File: src/rtl/iob_cache_be_arb_pkg.sv
// Shared types and helpers for the cache back-end arbiter.
package iob_cache_be_arb_pkg;

  typedef enum logic [1:0] {
    IDLE  = 2'd0,
    WRITE = 2'd1,
    READ  = 2'd2
  } state_t;

  localparam logic [1:0] GNT_W = 2'b01;
  localparam logic [1:0] GNT_R = 2'b10;

  // Counter holds values 0..max(N)-1 and the length N itself.
  function automatic int beat_cnt_w(input int wr_beats, input int rd_beats);
    int m;
    m = (wr_beats > rd_beats) ? wr_beats : rd_beats;
    return $clog2(m) + 1;
  endfunction

endpackage

File: src/rtl/iob_cache_burst_counter.sv
// Beat counter for one back-end burst; flags the final beat and self-clears on it.
module iob_cache_burst_counter #(
  parameter int W = 3
) (
  input  logic         clk,
  input  logic         reset_n,
  input  logic         en,
  input  logic [W-1:0] len,
  output logic         last
);

  logic [W-1:0] cnt_q, cnt_d;

  assign last = (cnt_q == len - W'(1));

  always_comb begin
    cnt_d = cnt_q;
    if (en) cnt_d = last ? '0 : cnt_q + W'(1);
  end

  always_ff @(posedge clk or negedge reset_n) begin
    if (!reset_n) cnt_q <= '0;
    else          cnt_q <= cnt_d;
  end

endmodule

File: src/rtl/iob_cache_be_arbiter.sv
// Shares the native back-end port between the cache write and read channels,
// holding each grant for a full burst. Define IOB_CACHE_BE_ARB_RR_EN for round-robin.
module iob_cache_be_arbiter
  import iob_cache_be_arb_pkg::*;
#(
  parameter int BE_ADDR_W = 32,
  parameter int BE_DATA_W = 32,
  parameter int WR_BEATS  = 1,
  parameter int RD_BEATS  = 4
) (
  input  logic                   clk,
  input  logic                   reset_n,
  input  logic                   w_valid,
  input  logic [BE_ADDR_W-1:0]   w_addr,
  input  logic [BE_DATA_W-1:0]   w_wdata,
  input  logic [BE_DATA_W/8-1:0] w_wstrb,
  output logic                   w_ready,
  input  logic                   r_valid,
  input  logic [BE_ADDR_W-1:0]   r_addr,
  output logic [BE_DATA_W-1:0]   r_rdata,
  output logic                   r_ready,
  output logic                   be_valid,
  output logic [BE_ADDR_W-1:0]   be_addr,
  output logic [BE_DATA_W-1:0]   be_wdata,
  output logic [BE_DATA_W/8-1:0] be_wstrb,
  input  logic [BE_DATA_W-1:0]   be_rdata,
  input  logic                   be_ready,
  output logic                   busy,
  output logic [1:0]             grant
);

  localparam int               CNT_W  = beat_cnt_w(WR_BEATS, RD_BEATS);
  localparam logic [CNT_W-1:0] WR_LEN = CNT_W'(WR_BEATS);
  localparam logic [CNT_W-1:0] RD_LEN = CNT_W'(RD_BEATS);

  state_t           state_q, state_d;
  logic             beat, last, wr_sel;
  logic [CNT_W-1:0] len;

`ifdef IOB_CACHE_BE_ARB_RR_EN
  // 1 = read was granted most recently; resets to read so first contention goes to write.
  logic last_grant_q;

  assign wr_sel = w_valid & (~r_valid | last_grant_q);

  always_ff @(posedge clk or negedge reset_n) begin
    if (!reset_n)                                last_grant_q <= 1'b1;
    else if (state_q == IDLE && (w_valid | r_valid)) last_grant_q <= ~wr_sel;
  end
`else
  // Write always wins so a fill can never overtake pending write data.
  assign wr_sel = w_valid;
`endif

  assign len  = (state_q == WRITE) ? WR_LEN : RD_LEN;
  assign beat = be_valid & be_ready;

  iob_cache_burst_counter #(.W(CNT_W)) u_cnt (
    .clk     (clk),
    .reset_n (reset_n),
    .en      (beat),
    .len     (len),
    .last    (last)
  );

  always_comb begin
    state_d = state_q;
    unique case (state_q)
      IDLE: begin
        if (wr_sel)       state_d = WRITE;
        else if (r_valid) state_d = READ;
      end
      WRITE, READ: if (beat && last) state_d = IDLE;
      default: state_d = IDLE;
    endcase
  end

  always_ff @(posedge clk or negedge reset_n) begin
    if (!reset_n) state_q <= IDLE;
    else          state_q <= state_d;
  end

  always_comb begin
    be_valid = 1'b0;
    be_addr  = '0;
    be_wdata = '0;
    be_wstrb = '0;
    w_ready  = 1'b0;
    r_ready  = 1'b0;
    grant    = 2'b00;
    unique case (state_q)
      WRITE: begin
        be_valid = w_valid;
        be_addr  = w_addr;
        be_wdata = w_wdata;
        be_wstrb = w_wstrb;
        w_ready  = be_ready;
        grant    = GNT_W;
      end
      READ: begin
        be_valid = r_valid;
        be_addr  = r_addr;
        r_ready  = be_ready;
        grant    = GNT_R;
      end
      default: ;
    endcase
  end

  assign busy    = (state_q != IDLE);
  assign r_rdata = be_rdata;

endmodule

File: config.mk
export PLATFORM = sky130hd
export DESIGN_NAME = iob_cache_be_arbiter
export DESIGN_NICKNAME = d
export VERILOG_FILES = /design/src/rtl/iob_cache_be_arb_pkg.sv /design/src/rtl/iob_cache_burst_counter.sv /design/src/rtl/iob_cache_be_arbiter.sv
export SDC_FILE = /design/constraint.sdc
export NUM_CORES = 1
export LEC_CHECK = 0
export BUFFER_PORTS_ARGS = -buffer_cell sky130_fd_sc_hd__buf_2
export CORE_AREA = 4 4 93 95
export DETAILED_ROUTE_END_ITERATION = 7
export DIE_AREA = 0 0 97 99
export GPL_TIMING_DRIVEN = 0
export MAX_ROUTING_LAYER = met4
export PLACE_DENSITY_LB_ADDON = 0.25
export SYNTH_ARGS = -nofsm -noshare
export SYNTH_HDL_FRONTEND = slang
export SYNTH_SLANG_ARGS = --single-unit
File: constraint.sdc
create_clock -name clk -period 2.15 [get_ports clk]
set_clock_uncertainty 0.2 [all_clocks]
set_input_delay 0.215 -clock clk [delete_from_list [all_inputs] [get_ports clk]]
set_output_delay 0.215 -clock clk [all_outputs]
set_load 0.03 [all_outputs]
[Word-level counts from Yosys, hierarchy flattened]
Cells that the tools add are included.
Operators by class
  reductions and logical operators: 5
  multiplexer cells: 13
  $add $sub $neg: 2
  equality and inequality tests: 5
  bitwise logic cells: 1
Operators by type and width (number)
  case mux 32 bit (2 select lines): 1
  two-way mux 32 bit: 1
  case mux 2 bit (2 select lines): 2
  two-way mux 2 bit: 3
  two-way mux 3 bit: 2
  two-way mux 4 bit: 1
  adder 3 x 1 -> 3 bit, second input constant: 1
  == test 3 bit: 1
  != test 3 bit, second input constant: 1
  subtractor 3 x 1 -> 3 bit, second input constant: 1
  == test 2 x 1 -> 1 bit, second input constant: 1
  == test 2 bit, second input constant: 1
  zero test 2 bit: 1
  two-way mux 1 bit: 2
  != test 2 bit, second input constant: 1
  case mux 1 bit (2 select lines): 1
  AND reduction 2 bit: 1
  nonzero test 2 bit: 1
  OR reduction 2 bit: 1
  bitwise AND 1 bit: 1
  logical AND 1 bit: 1
Storage, ports and cells
  bits in registers: 5
  output and inout bits: 106
  logic and storage cells: 28
  bits of input ports: 137

[Depth between registers and ports, before layout]
  word-level depth: 7
  depth in mapped cells: 7
  gate-level depth less buffers: 6

[Hierarchy]
Synthesis repeated with hierarchy kept, for this count alone.
Second synthesis, totals
  cells, all modules: 203
  area, all modules: 1506.4 um^2
Modules (own cells, without submodules)
  iob_cache_be_arbiter: cells an instance 178, area an instance 1266.2 um^2, sequential area each 50.0 um^2, instances 1
  iob_cache_burst_counter: cells an instance 25, area an instance 240.2 um^2, sequential area each 75.1 um^2, instances 1

[Least setup slack after synthesis]
OpenSTA, ideal clock, no wires.
  path kind: reg2reg
  from: register state_q[0]
  to: register u_cnt.cnt_q[0]
  data required time: 1823 ps
  clock period less this slack: 2173 ps
  buffers on the path: 1
  data arrival time: 1846 ps
  stages on the path, launching flop included: 7
  library setup time: 127 ps
  path slack: -23 ps
  path through: dfrtp_1 > inv_1 > ha_1 > buf_2 > nor2b_1 > nand2_1 > mux2_1
On the way
  elaborated cells between the ends (all ways): 8
  classes of those cells: add/sub (1); eq/ne (3); mux (3); bitwise (1)
RTL lines
  start, declared: line iob_cache_be_arbiter.sv:36  | state_t state_q, state_d;
  start signal, assigned: line iob_cache_be_arbiter.sv:80  | else state_q <= state_d;
  == test 2 bit or == test 2 x 1 -> 1 bit (tied branches): line iob_cache_be_arbiter.sv:91  | unique case (state_q)
  case mux 1 bit (2 select lines) (*): line iob_cache_be_arbiter.sv:91
  via be_valid: line iob_cache_be_arbiter.sv:22  | output logic be_valid,
  bitwise AND 1 bit (*): line iob_cache_be_arbiter.sv:56  | assign beat = be_valid & be_ready;
  end signal, assigned: line iob_cache_burst_counter.sv:23  | else cnt_q <= cnt_d;
  end, declared: line iob_cache_burst_counter.sv:12  | logic [W-1:0] cnt_q, cnt_d;
The timed path passes the listed nets; every way through them passes the cells marked *.
A chain may end at the register's enable or synchronous reset.

[Final worst setup path]
  from: register state_q[1]
  to: output port be_addr[10]
On the way
  cells in the longest elaborated chain, start to end: 2
  elaborated cells between the ends (all ways): 3
  classes of those cells: eq/ne (2); mux (1)
RTL lines
  == test 2 bit or == test 2 x 1 -> 1 bit (tied branches): line iob_cache_be_arbiter.sv:91
  case mux 32 bit (2 select lines) (*): line iob_cache_be_arbiter.sv:91
  end, declared: line iob_cache_be_arbiter.sv:23  | output logic [BE_ADDR_W-1:0] be_addr,
Mark *: on every way between the ends. The rest lies on a longest branch, timed or not.

==> impl_metrics.xml <==
<?xml version="1.0" encoding="UTF-8"?>
<metrics>
  <group name="critical_path">
    <metric name="critical_path.endpoint_type" unit="">output pin</metric>
    <metric name="critical_path.cell_chain" unit="">buf_4, ha_1, buf_6, buf_6, a22oi_1, nor2b_1, buf_4</metric>
    <metric name="worst_path_max_delay_cell" unit="">sky130_fd_sc_hd__dfrtp_1</metric>
    <metric name="crit_type" unit="">reg -&gt; out</metric>
    <metric name="critical_path_peak_fanout" unit="">10</metric>
    <metric name="arrival" unit="ns">1.68</metric>
    <metric name="crit_path_start_kind" unit="">register</metric>
    <metric name="timing.critical_path.slowest_cell_delay" unit="ns">0.41</metric>
    <metric name="crit_required" unit="ns">1.74</metric>
  </group>
  <group name="yosys">
    <metric name="post_synth_and_or_nand_nor_area_fraction" unit="">0.378</metric>
    <metric name="synth-edff-count" unit="">0</metric>
    <metric name="share_of_synthesized_cell_area_in_full_adder_half_adder_and_majority_cells" unit="">0.0552</metric>
    <metric name="post_synthesis_compound_gate_area_fraction" unit="">0.222</metric>
    <metric name="synth_top_family_by_area" unit="">simple AND/OR/NAND/NOR gates</metric>
    <metric name="yosys-mux-area-fraction" unit="">0.0166</metric>
    <metric name="async_reset_ff_frac" unit="">1.00</metric>
    <metric name="post_synth_most_frequent_cells" unit="">38 x sky130_fd_sc_hd__and2_1, 34 x sky130_fd_sc_hd__nor2b_1, 33 x sky130_fd_sc_hd__buf_4</metric>
    <metric name="seq_cells_post_synth" unit="">5</metric>
    <metric name="dominantRegCellSynth" unit="">sky130_fd_sc_hd__dfrtp_1</metric>
    <metric name="synth_most_common_cell" unit="">sky130_fd_sc_hd__and2_1</metric>
    <metric name="yosysWarnings" unit="">0</metric>
    <metric name="cells_taking_the_most_area_after_synthesis" unit="">sky130_fd_sc_hd__buf_4 18%, sky130_fd_sc_hd__a22oi_1 18%, sky130_fd_sc_hd__and2_1 17%</metric>
    <metric name="synth.distinct_cells" unit="">23</metric>
    <metric name="netlist_instances" unit="">190</metric>
    <metric name="ys_seq_area_frac" unit="">0.0920</metric>
    <metric name="post_synth_instance_area" unit="sq um">1360</metric>
    <metric name="synth_top_area_cell" unit="">sky130_fd_sc_hd__buf_4</metric>
    <metric name="synth_xor_area_frac" unit="">0</metric>
    <metric name="synth_area_per_cell" unit="sq um">7.16</metric>
    <metric name="synthesis.nets" unit="">333</metric>
    <metric name="yosys.area.top_type_share" unit="">0.182</metric>
  </group>
  <group name="drt">
    <metric name="final_wirelength" unit="microns">6880</metric>
    <metric name="remaining_drc_errors" unit="">0</metric>
    <metric name="detail_route.iter0.violations" unit="">54</metric>
    <metric name="antenna_left" unit="">0</metric>
    <metric name="length_of_the_first_detailed_routing_pass_in_iterations" unit="">4</metric>
    <metric name="via_per_inst" unit="">4.07</metric>
    <metric name="routed-via-count" unit="">2083</metric>
    <metric name="wl_per_cell" unit="microns">13.4</metric>
  </group>
  <group name="cts">
    <metric name="clock_buffer_count_from_cts" unit="">3</metric>
    <metric name="tritoncts_num_sinks" unit="">5</metric>
    <metric name="ctsLongestPathBuffers" unit="">2</metric>
    <metric name="htree_levels" unit="">1</metric>
    <metric name="clkTransAtPathRegs" unit="ns">0.03</metric>
    <metric name="worstSkewPairLatency" unit="ns">0.22</metric>
    <metric name="cts_tree" unit="">done</metric>
    <metric name="clock_tree.root_cell" unit="">sky130_fd_sc_hd__clkbuf_8</metric>
  </group>
  <group name="global_route">
    <metric name="grt_pass1_vias" unit="">1995</metric>
    <metric name="groute.usage.overall" unit="">0.123</metric>
    <metric name="initial_antenna_violation_count" unit="">0</metric>
    <metric name="globalRoute.totalOverflow" unit="">0</metric>
    <metric name="grt_max_degree" unit="">11</metric>
    <metric name="grt_first_pass_wirelength" unit="microns">9720</metric>
  </group>
  <group name="placed_design">
    <metric name="detailed_place_hpwl" unit="microns">5770</metric>
    <metric name="port_buffers" unit="">210</metric>
    <metric name="dp_cells" unit="">502</metric>
    <metric name="place.gp.congestion" unit="">0.821</metric>
  </group>
  <group name="sta">
    <metric name="rsz0062_at_grt" unit="">yes</metric>
    <metric name="slew_viol_final" unit="">0</metric>
    <metric name="report.final.setup_viol" unit="">0</metric>
    <metric name="max_slew_margin" unit="">0.814</metric>
    <metric name="worst_max_slew_pin_slew" unit="ns">0.277</metric>
    <metric name="final.period_utilization" unit="">0.974</metric>
    <metric name="worst_hold_slack" unit="ns">0.0995</metric>
    <metric name="hold_viol_final" unit="">0</metric>
    <metric name="fmaxAchievable" unit="MHz">477</metric>
    <metric name="period_needed" unit="ns">2.09</metric>
  </group>
  <group name="layout">
    <metric name="finish.cell_count_without_fillers" unit="">512</metric>
    <metric name="area_growth_syn_to_layout" unit="%">106</metric>
    <metric name="final_nets" unit="">554</metric>
    <metric name="num_antenna_cells" unit="">0</metric>
    <metric name="drive_above_1_share" unit="">0.676</metric>
    <metric name="layout.filler_cells" unit="">845</metric>
  </group>
  <group name="power_and_ir_drop">
    <metric name="finalPower" unit="mW">3.44</metric>
    <metric name="cellPowerDensity" unit="nW/um^2">1220</metric>
    <metric name="cellLeakagePower" unit="nW">1.60</metric>
    <metric name="peakVddDrop" unit="mV">0.537</metric>
  </group>
  <group name="die">
    <metric name="rows" unit="">32</metric>
    <metric name="die_y" unit="microns">99</metric>
    <metric name="chipWidth" unit="microns">97</metric>
    <metric name="die_area" unit="sq um">9600</metric>
    <metric name="ioPinCount" unit="">243</metric>
    <metric name="standard_cell_core_area" unit="sq um">7730</metric>
    <metric name="start_util" unit="">0.176</metric>
  </group>
  <group name="outcome">
    <metric name="outcome" unit="">completed</metric>
  </group>
  <group name="min_path">
    <metric name="hold_path_class" unit="">in -&gt; reg</metric>
  </group>
  <group name="flow_run">
    <metric name="maxCapViolations" unit="">0</metric>
  </group>
</metrics>
==> report_power, final <==
| group | internal [mW] | leakage, nW | switching [mW] |
|---|---|---|---|
| Clock | 0.127 | 0.0228 | 0.0448 |
| Combinational | 1.26 | 1.52 | 1.82 |
| Sequential | 0.136 | 0.0593 | 0.0471 |
==> critical path, delay by kind of cell (launching register included) <==
family / cells / cell delay (ns)
flip-flops: 1 / 0.41
AND/OR/NAND/NOR: 1 / 0.08
AO/OA/AOI/OAI: 1 / 0.17
adder cells (fa/ha/maj): 1 / 0.18
buffers and inverters: 4 / 0.61
==> cell type report <==
type / instances / area [sq um] / area share
Multi-Input combinational cell: 133 / 951 / 0.339
Timing Repair Buffer: 216 / 1140 / 0.405
Buffer: 48 / 408 / 0.145
Sequential cell: 5 / 125 / 0.0446
Inverter: 4 / 15.0 / 0.00535
Clock buffer: 4 / 45.0 / 0.0160
Tap cell: 102 / 128 / 0.0455
==> cell families after synthesis <==
kind of cell / count (synthesis)
AND/OR/NAND/NOR: 85
buffers and inverters: 52
multiplexers: 2
adder cells (fa/ha/maj): 6
flip-flops: 5
AO/OA/AOI/OAI: 40
==> stage by stage <==
| step | TNS [ns] | cell area, sq um | utilization | setup WS [ns] |
|---|---|---|---|---|
| after global placement | -1.22 | 2540 | 0.329 | -0.116 |
| final | 0 | 2810 | 0.363 | 0.0553 |
| after floorplan | 0 | 1360 | - | 0.110 |
| after detailed placement | -1.45 | 2540 | 0.329 | -0.0992 |
| after global routing | -0.336 | 2810 | 0.363 | -0.0228 |
| after CTS | -0.0273 | 2670 | 0.345 | -0.0143 |
==> registers in the layout (all words and copies together) (netlist names) <==
signal	cells
state_q	2
u_cnt.cnt_q	3
==> timing repair <==
item	in CTS	in global routing
buffers inserted	0	3
cloned	0	2
endpoints found under the hold margin	5	0
hold buffers	1	0
resized for setup	30	55
setup endpoints to repair	41	64
==> cells in the final DEF (no fill, tap or decap), drive strengths merged, types with 2 or more instances in the layout <==
cell type,synthesis,layout
a21oi,2,2
nor2,5,5
buf,35,255
clkbuf,13,12
o21ai,2,2
inv,4,4
and2,38,38
ha,6,6
nor2b,34,34
a22oi,33,33
mux2,2,2
dfrtp,5,5
nand3,2,2
nand2,3,3
==> routing by layer <==
metal / track usage / part of all wire / vias up
met1: 0.138 / 0.38 / 910
met3: 0.0283 / 0.089 / 6
met5: - / 0 / -
met4: 0.0205 / 0.0061 / 0
met2: 0.226 / 0.52 / 118
li1: - / - / 1049
==> final timing paths <==
path	depth (start not counted)	slack, ns	startpoint	end
max	7	0.06	state_q[1]$_DFFE_PN0P_	be_addr[10]
min	3	0.1	w_valid	state_q[0]$_DFFE_PN0P_
max reg2reg	7	0.14	state_q[1]$_DFFE_PN0P_	state_q[1]$_DFFE_PN0P_
min reg2reg	3	0.37	u_cnt.cnt_q[2]$_DFFE_PN0P_	u_cnt.cnt_q[2]$_DFFE_PN0P_
max in group asynchronous	2	1.49	reset_n	state_q[0]$_DFFE_PN0P_
min in group asynchronous	2	0.13	reset_n	u_cnt.cnt_q[2]$_DFFE_PN0P_
Note: power is estimated with default switching activity, not from simulation.
